$ cat config.mk
export PLATFORM = sky130hd
export DESIGN_NAME = serial_adder
export DESIGN_NICKNAME = d
export VERILOG_FILES = /design/src/rtl/serial_adder.sv
export SDC_FILE = /design/constraint.sdc
export NUM_CORES = 1
export LEC_CHECK = 0
export ABC_AREA = 1
export CORE_MARGIN = 1
export CORE_UTILIZATION = 53
export CTS_CLUSTER_SIZE = 25
export DETAILED_ROUTE_END_ITERATION = 6
export GPL_ROUTABILITY_DRIVEN = 0
export PLACE_DENSITY_LB_ADDON = 0.1
export SLEW_MARGIN = 10
export SYNTH_ARGS = -nofsm -noshare
export SYNTH_HDL_FRONTEND = slang
export SYNTH_SLANG_ARGS = --single-unit
$ cat constraint.sdc
create_clock -name clk -period 3.3 [get_ports clk]
set_input_delay 0.66 -clock clk [delete_from_list [all_inputs] [get_ports clk]]
set_output_delay 0.66 -clock clk [all_outputs]
set_load 0.01 [all_outputs]
$ cat src/rtl/serial_adder.sv
// serial_adder: bit-serial WIDTH-bit adder, LSB first, one full-adder slice.
// Computes {cout, sum} = a + b + cin over WIDTH RUN cycles.
// Ports:
//   clk, rst_n          clock, asynchronous active-low reset
//   start_valid/_ready  operand handshake (ready only in IDLE)
//   a, b, cin           operands, sampled on accept only
//   sum, cout           result, meaningful while done_valid is high
//   done_valid/_ready   result handshake
//   busy                high in RUN and DONE
module serial_adder #(
    parameter int unsigned WIDTH = 8
) (
    input  logic             clk,
    input  logic             rst_n,
    input  logic             start_valid,
    output logic             start_ready,
    input  logic [WIDTH-1:0] a,
    input  logic [WIDTH-1:0] b,
    input  logic             cin,
    output logic [WIDTH-1:0] sum,
    output logic             cout,
    output logic             done_valid,
    input  logic             done_ready,
    output logic             busy
);

    localparam int unsigned CNT_W = $clog2(WIDTH);

    typedef enum logic [1:0] {
        IDLE = 2'd0,
        RUN  = 2'd1,
        DONE = 2'd2
    } state_t;

    state_t           state_q;
    logic [WIDTH-1:0] a_q;
    logic [WIDTH-1:0] b_q;
    logic [WIDTH-1:0] sum_q;
    logic             c_q;
    logic             cout_q;
    logic [CNT_W-1:0] cnt_q;

    // Full-adder slice built from two half adders plus an OR.
    logic ha0_s, ha0_c, ha1_s, ha1_c;
    logic s_c, c_next_c;

    assign ha0_s    = a_q[0] ^ b_q[0];
    assign ha0_c    = a_q[0] & b_q[0];
    assign ha1_s    = ha0_s ^ c_q;
    assign ha1_c    = ha0_s & c_q;
    assign s_c      = ha1_s;
    assign c_next_c = ha0_c | ha1_c;

    // Handshake outputs decoded from the state register only.
    assign start_ready = (state_q == IDLE);
    assign done_valid  = (state_q == DONE);
    assign busy        = (state_q != IDLE);
    assign sum         = sum_q;
    assign cout        = cout_q;

    // Control FSM and datapath.
    always_ff @(posedge clk or negedge rst_n) begin
        if (!rst_n) begin
            state_q <= IDLE;
            a_q     <= '0;
            b_q     <= '0;
            sum_q   <= '0;
            c_q     <= 1'b0;
            cout_q  <= 1'b0;
            cnt_q   <= '0;
        end else begin
            case (state_q)
                IDLE: begin
                    if (start_valid) begin
                        a_q     <= a;
                        b_q     <= b;
                        c_q     <= cin;
                        cnt_q   <= '0;
                        state_q <= RUN;
                    end
                end
                RUN: begin
                    a_q   <= a_q >> 1;
                    b_q   <= b_q >> 1;
                    c_q   <= c_next_c;
                    sum_q <= {s_c, sum_q[WIDTH-1:1]};
                    cnt_q <= cnt_q + CNT_W'(1);
                    // This edge produces the final bit.
                    if (cnt_q == CNT_W'(WIDTH - 1)) begin
                        cout_q  <= c_next_c;
                        state_q <= DONE;
                    end
                end
                DONE: begin
                    if (done_ready) begin
                        state_q <= IDLE;
                    end
                end
                default: begin
                    state_q <= IDLE;
                end
            endcase
        end
    end

endmodule

======== Word-level counts from Yosys, hierarchy flattened ========
Index checks and enable logic that the tools add are counted.
word-level totals
  logic and storage cells ................. 37
  output and inout bits ................... 12
  input bits .............................. 21
  bits in registers ....................... 31
operators by class
  reduce and logical (&&, ||, !) cells .... 6
  multiplexer cells ....................... 12
  add/sub/neg operators ................... 1
  eq/ne operators ......................... 6
  bitwise gates (word level) .............. 5
operator list
  cell                                                   number
  case mux 8 bit (2 select lines)                        2
  two-way mux 8 bit                                      2
  two-way mux 2 bit                                      3
  case mux 2 bit (3 select lines)                        1
  case mux 3 bit (2 select lines)                        1
  inequality test 2 bit, second input constant           2
  AND reduction 2 bit                                    2
  nonzero test 2 bit                                     2
  adder 3 x 1 -> 3 bit, second input constant            1
  == test 3 bit, second input constant                   1
  two-way mux 3 bit                                      1
  AND reduction 3 bit                                    1
  bitwise AND 1 bit                                      2
  == test 2 x 1 -> 1 bit, second input constant          1
  == test 2 bit, second input constant                   1
  logical NOT 2 bit                                      1
  inequality test 2 x 1 -> 1 bit, second input constant  1
  case mux 1 bit (2 select lines)                        1
  bitwise XOR 1 bit                                      2
  two-way mux 1 bit                                      1
  OR 1 bit                                               1

======== Depth between registers and ports, before layout ========
Gate-level depths: netlist of run 1.
  depth after elaboration ................. 4
  gate-level depth with buffers ........... 7
  gate-level depth less buffers ........... 6

======== Worst setup path after synthesis of run 1 ========
Ideal clock, no wire load.
  kind .................................... register to output
  from .................................... register state_q[0]
  to ...................................... output port busy
  slack ................................... 1.687 ns
  cell stages (with the launch flop) ...... 4
  data arrival time ....................... 0.953 ns
  buffers on the path ..................... 1
  cells stage by stage .................... dfrtp_1 buf_4 nor2_1 inv_1
on the way
  longest elaborated chain between the ends .. 1
ends and longest elaborated chain
  item                      line  RTL
  start: declaration        35    state_t state_q;
  start signal: assignment  64    state_q <= IDLE;
  start signal: assignment  79    state_q <= RUN;
  start signal: assignment  91    state_q <= DONE;
  nonzero test 2 bit        57    assign busy = (state_q != IDLE);
  end: declaration          24    output logic busy
Every way passes these cells.

======== Final worst setup path of run 1 ========
  from .................................... register state_q[1]
  to ...................................... output port start_ready
on the way
  longest elaborated chain between the ends .. 1
ends and longest elaborated chain
  item               line  RTL
  logical NOT 2 bit  55    assign start_ready = (state_q == IDLE);
  end: declaration   16    output logic start_ready,
Every way passes these cells.

==> metrics.md, run 1 <==
| Metric | Value |
|---|---|
| Vias in the first global route | between 1000 and 1500 |
| DRC viols | 0 |
| Layout area overhead | 26.15% |
| Crit path max fanout | 4 |
| Initial antenna violation count | 0 |
| Post-DRT Antenna Nets | 0 |
| PostCTS Resize Cnt | 0 |
| PwrDens | about 880 nW/um^2 |
| Post-synth top area share | 50.99% |
| Critical-path cell list | nor2_1 -> clkdlybuf4s50_1 |
| Iter 0 DRT Violations | 24 |
| Top Family by Delay on Critical Path | buffers and inverters |
| Fillers | 226 |
| N_diodes | 0 |
| Sequential power share | 38.4% |
| Critical Path AT | approximately 1.6 ns |
| Synth area leader | dfrtp_1 |
| Sequential element share of the synthesized area | between 50 and 60% |
| Clk slew on worst S/H paths | 0.10 ns |
| # hold bufs at CTS | 0 |
| Die H | roughly 56 um |
| Kind of critical path | register to output pin |
| Vias per Instance | approximately 4.8 |
| Worst-Skew Late Latency | between 0.3 and 0.4 ns |
| Area after DPL | 1833 sq um |
| Io pins | 33 |
| Per-cell routed wire length | between 10 and 15 um |
| Number of max-cap violations | 0 |
| Setup slack at placement | between 1 and 1.5 ns |
| Largest net degree at the start of global routing | 32 |
| First-pass GRT wire length | about 5.2 mm |
| Ranking of synthesized cells by area | dfrtp_1 (51%), nand2_1 (19%), inv_1 (8.9%) |
| Slowest cell on crit path | clkdlybuf4s50_1 |
| NetSw | between 0.0006 and 0.0007 W |
| Leakage | 1.044 nW |
| Total gr overflow | 0 |
| Yosys reg bits | 31 |
| Total power | approximately 0.0017 W |
| Count of cell types in the netlist | 19 |
| Worst hold path class | register to register |
| Row count | 19 |
| Post-Syn Area | approximately 1500 sq um |
| Final worst setup slack | about 1.1 ns |
| Hold_sp | cnt_q[1] |
| Post-Syn Area per Cell | 7.883 sq um |
| Core ar. | 2734 sq um |
| Starting Density | between 50% and 60% |
| Slew Viols, Final | 0 |
| Startpoint types | register |
| CP Launch Point | state_q[1] |
| Critical path buffer and inverter count | 1 |
| Yosys warning count | 0 |
| Final Cycle Share | 67.28% |
| CTS tree | yes |
| DIE WIDTH | 55.58 um |
| RSZ-0062 raised after global routing | false |
| Most frequent cells in the layout | nand2_1 (76), inv_1 (36), clkdlybuf4s50_1 (32) |
| Vias | 1237 |
| Largest vdd supply drop | ~0.00075 V |
| RR Startpoint | state_q[0] |
| Internal | 0.001044 W |
| H-Tree Depth | 2 |
| Gate power share | 43.0% |
| Rel. slew slack | between 50% and 60% |
| Clock sink count | 31 |
| Total Wirelength | 2.950 mm |
| DP HPWL | 1.993 mm |
| Fin util | a little over two thirds |
| Tmin final | 2.220 ns |
| Hold Vio Cnt, Final | 0 |
| Endpoints failing setup | 0 |
| Crit. End Element | output pin |
| Mapped Nets | roughly 220 |
| Layout cells sized above 1 | ~7.0% |
| Worst path required time | about 2.6 ns |
| Achievable Freq | roughly 0.45 GHz |
| TritonRoute pass-1 iters | 4 |
| Clock power share | between 10% and 20% |
| Setup TNS Final | 0 ns |
| Total track usage | a little over a fifth |
| Setup Fix Bufs, Post-CTS | 0 |
| Critical Path Max Stage Delay | roughly 0.58 ns |
| Longest Clk Path Bufs | 2 |
| Switching fraction of total power | roughly two fifths |
| Total die area | 3089 sq um |
| Final setup skew | about 0.011 ns |
| Syn Inst Count | 193 |
| Status | finished clean |
| Post-route cell area | approximately 1900 sq um |
| CTS Buf Count | 5 |
| Actual slew at the worst max-slew pin | roughly 0.70 ns |
| CTS Root Cell | clkbuf_4 |
| Buffers on Ports | 32 |
| Final layout net count | between 200 and 300 |
| Most common cell after layout, fill and taps aside | nand2_1 |
-- Yosys cell counts (all sizes together) --
cell   number
nor2        4
o21ai      11
ha          2
fa          1
nand3      17
a21oi       2
inv        38
nand2      79
buf         7
o31ai       1
dfrtp      31
-- stage by stage --
stage	cells	hold WS, ns
6_report	259	0.4831
5_1_grt	259	0.5148
4_1_cts	259	0.4868
3_5_place_dp	251	0.4633
3_3_place_gp	251	0.4612
2_1_floorplan	193	0.3644
-- path summary, 6_finish.rpt --
path	end	slack, ns	cells past startpoint
min reg2reg	cnt_q[1]	0.48	2
min in group asynchronous	a_q[0]	0.70	2
min	cnt_q[1]	0.48	2
max reg2reg	cout	1.55	6
max in group asynchronous	sum[5]	2.31	2
max	start_ready	1.08	2
-- cell families (layout without fill, tap and decap cells) --
logic type      after synthesis  count (layout)  share of synthesized area [%]
simple gates                100             100                          27.22
buf+inv                      45              80                          13.82
flops                        31              31                          50.99
compound gates               14              14                          5.016
fa+ha+maj                     3               3                          2.960
-- sequential cells by signal (all words and copies together) (netlist names) --
signal / count
c_q: 1
state_q: 2
b_q: 8
cnt_q: 3
cout: 1
a_q: 8
sum: 8
-- power groups by stage --
stage / clock network [W] / registers, W / logic [W]
final: 0.000317 / 0.000651 / 0.000729
after global placement: 0 / 0.000649 / 0.000707
after floorplan: 0 / 0.000665 / 0.000492
after detailed placement: 0 / 0.000656 / 0.000734
after CTS: 0.000322 / 0.000650 / 0.000737
after global routing: 0.000338 / 0.000669 / 0.000838
-- final cells by class --
class                      instances  area [sq um]  area share (%)
tap                               31         38.79           2.021
inverter                          38         147.6           7.692
clock buffer                       6         51.30           2.673
clock inverter                     2         35.03           1.825
timing repair buffer              34         335.3           17.47
multi-input combinational        117         535.5           27.90
sequential                        31         775.7           40.42
-- worst reg2reg max path: cells and delay by family (launching register included) --
family	cells	cell delay (ns)
DFF	1	0.39
AOI/OAI and AO/OA	1	0.08
and+or+nand+nor	3	0.84
buffers and inverters	2	0.33
-- routing by layer --
layer,vias up,GRT usage (%),share of wire [%]
met1,566,27.59,48
met5,-,0,0
met2,31,34.77,45
met3,2,8.605,6.0
li1,638,-,-
met4,0,6.429,0.44
Note: power is estimated with default switching activity, not from simulation.
==> inputs of run 2 (changes only) <==
--- a/config.mk
+++ b/config.mk
@@ -7,7 +7,7 @@
 export LEC_CHECK = 0
 export ABC_AREA = 1
 export CORE_MARGIN = 1
-export CORE_UTILIZATION = 53
+export CORE_UTILIZATION = 45
 export CTS_CLUSTER_SIZE = 25
 export DETAILED_ROUTE_END_ITERATION = 6
 export GPL_ROUTABILITY_DRIVEN = 0
==> constraint.sdc (replaced) <==
create_clock -name clk -period 1.8 [get_ports clk]
set_input_delay 0.36 -clock clk [delete_from_list [all_inputs] [get_ports clk]]
set_output_delay 0.36 -clock clk [all_outputs]
set_load 0.01 [all_outputs]
==> run 2 against run 1 <==
- sequential cell count is the same
- non-clock buffer count increased by 5
- sequential power is 83% higher
==> metrics.md, run 2 (synthesized netlist as in run 1, its figures left out) <==
| Metric | Value |
|---|---|
| Status | finished clean |
| Tmin final | about 1.7 ns |
| Initial antenna violation count | 0 |
| Critical-path cell list | buf_4 -> nor2_2 -> buf_4 -> dlygate4sd2_1 |
| Die H | 60.15 um |
| DIE WIDTH | between 60 and 70 um |
| Clk slew on worst S/H paths | around 0.090 ns |
| Slew Viols, Final | 0 |
| Critical Path Max Stage Delay | 0.39 ns |
| DP HPWL | roughly 2.1 mm |
| Hold Vio Cnt, Final | 0 |
| Hold Slack | 0.4295 ns |
| Startpoint types | register |
| Clock sink count | 31 |
| Total track usage | approximately a fifth |
| Longest Clk Path Bufs | 2 |
| Leakage | approximately 1.1 nW |
| Core ar. | between 3000 and 4000 sq um |
| N_diodes | 0 |
| Critical Path Most Common Cell | buf_4 |
| Total Wirelength | 3.100 mm |
| Worst-Skew Late Latency | around 0.33 ns |
| Final worst setup slack | 0.09883 ns |
| Final Cycle Share | between 90 and 100% |
| Largest net degree at the start of global routing | 32 |
| Layout cells sized above 1 | between 9 and 10% |
| Per-cell routed wire length | around 11 um |
| Achievable Freq | 0.5878 GHz |
| DRC viols | 0 |
| Post-DRT Antenna Nets | 0 |
| Setup slack at placement | about 0.23 ns |
| Final setup skew | 0.005653 ns |
| Crit path max fanout | 3 |
| Row count | 20 |
| Iter 0 DRT Violations | 28 |
| CTS tree | yes |
| CTS Buf Count | 5 |
| Total gr overflow | 0 |
| Rel. slew slack | between 70% and 80% |
| Buffers on Ports | 32 |
| H-Tree Depth | 2 |
| Setup TNS Final | 0 ns |
| Io pins | 33 |
| RSZ-0062 raised after global routing | false |
| Slowest cell on crit path | dfrtp_1 |
| Layout area overhead | 28.70% |
| Total die area | 3617 sq um |
| First-pass GRT wire length | ~5.3 mm |
| CTS Root Cell | clkbuf_4 |
| # hold bufs at CTS | 0 |
| Vias per Instance | 4.606 |
| TritonRoute pass-1 iters | 4 |
| Worst hold path class | primary input to async pin |
| Vias | about 1300 |
| Critical Path AT | 1.34 ns |
| Kind of critical path | register to output pin |
| Worst path required time | 1.44 ns |
| PwrDens | roughly 1500 nW/um^2 |
| Starting Density | between 40% and 50% |
| Largest vdd supply drop | between 0.0006 and 0.0007 V |
| Crit. End Element | output pin |
| Most frequent cells in the layout | nand2_1 (76), inv_1 (36), dfrtp_1 (31) |
| Final layout net count | 256 |
| Most common cell after layout, fill and taps aside | nand2_1 |
| Endpoints failing setup | 0 |
| Actual slew at the worst max-slew pin | 0.4020 ns |
| Number of max-cap violations | 0 |
| Vias in the first global route | around 1200 |
[run 2: timing repair]
action | CTS | global route
setup buffers | 4 | 0
pin swaps | 1 | 0
setup endpoints to repair | 3 | 1
gates resized for setup | 3 | 1
[run 2: area by class of cell]
type | count | area [sq um]
clock buffers | 8 | 68.82
multi-input cells | 117 | 538.0
inverters | 38 | 147.6
fillers | 277 | 1170
repair buffers | 39 | 372.9
flip-flops and latches | 31 | 775.7
well taps | 44 | 55.05
[run 2: final timing paths]
path                       slack, ns       start          end  cells past startpoint
setup reg to reg                0.23  state_q[0]       sum[5]                      8
hold / removal                  0.43       rst_n       sum[1]                      2
max in group asynchronous       1.08       rst_n         cout                      2
hold reg to reg                 0.49      b_q[6]       b_q[6]                      2
setup / recovery                 0.1  state_q[0]  start_ready                      4
min in group clk                0.49      b_q[6]       b_q[6]                      2
[run 2: critical path, delay by kind of cell (launching register included)]
kind,cells,cell delay [ns]
buffers and inverters,3,0.52
flip-flops,1,0.39
AND/OR/NAND/NOR,1,0.11
[run 2: per-stage QoR]
step	power (W)	cell area (sq um)	utilization (%)	instances
floorplan	0.002122	1521	-	193
global placement	0.002496	1857	59.36	265
CTS	0.003076	1956	62.52	277
detailed placement	0.002568	1857	59.36	265
finish	0.003030	1958	62.60	277
global route	0.003349	1958	62.60	277
[run 2: routing by layer]
layer  global-route usage [%]  up-vias  wire (um)
met2                    35.64       31       1581
met4                    8.970        0         39
met5                        0        -          0
li1                         -      653          -
met3                    6.061        4        147
met1                    22.62      588       1332
[run 2: report_power, final]
| group | internal [W] | leakage (nW) | switching, W |
|---|---|---|---|
| clock network | 0.000230 | 0.0386 | 0.000233 |
| logic | 0.000607 | 0.654 | 0.000771 |
| registers | 0.00101 | 0.385 | 0.000177 |
| total | 0.00185 | 1.08 | 0.00118 |
==> inputs of run 3 (changes only) <==
--- a/config.mk
+++ b/config.mk
@@ -11,6 +11,7 @@
 export CTS_CLUSTER_SIZE = 25
 export DETAILED_ROUTE_END_ITERATION = 6
 export GPL_ROUTABILITY_DRIVEN = 0
+export HOLD_SLACK_MARGIN = 0.15
 export PLACE_DENSITY_LB_ADDON = 0.1
 export SLEW_MARGIN = 10
 export SYNTH_ARGS = -nofsm -noshare
==> results of run 3 <==
No change in the layout: final DEF, timing and power equal those of run 2.
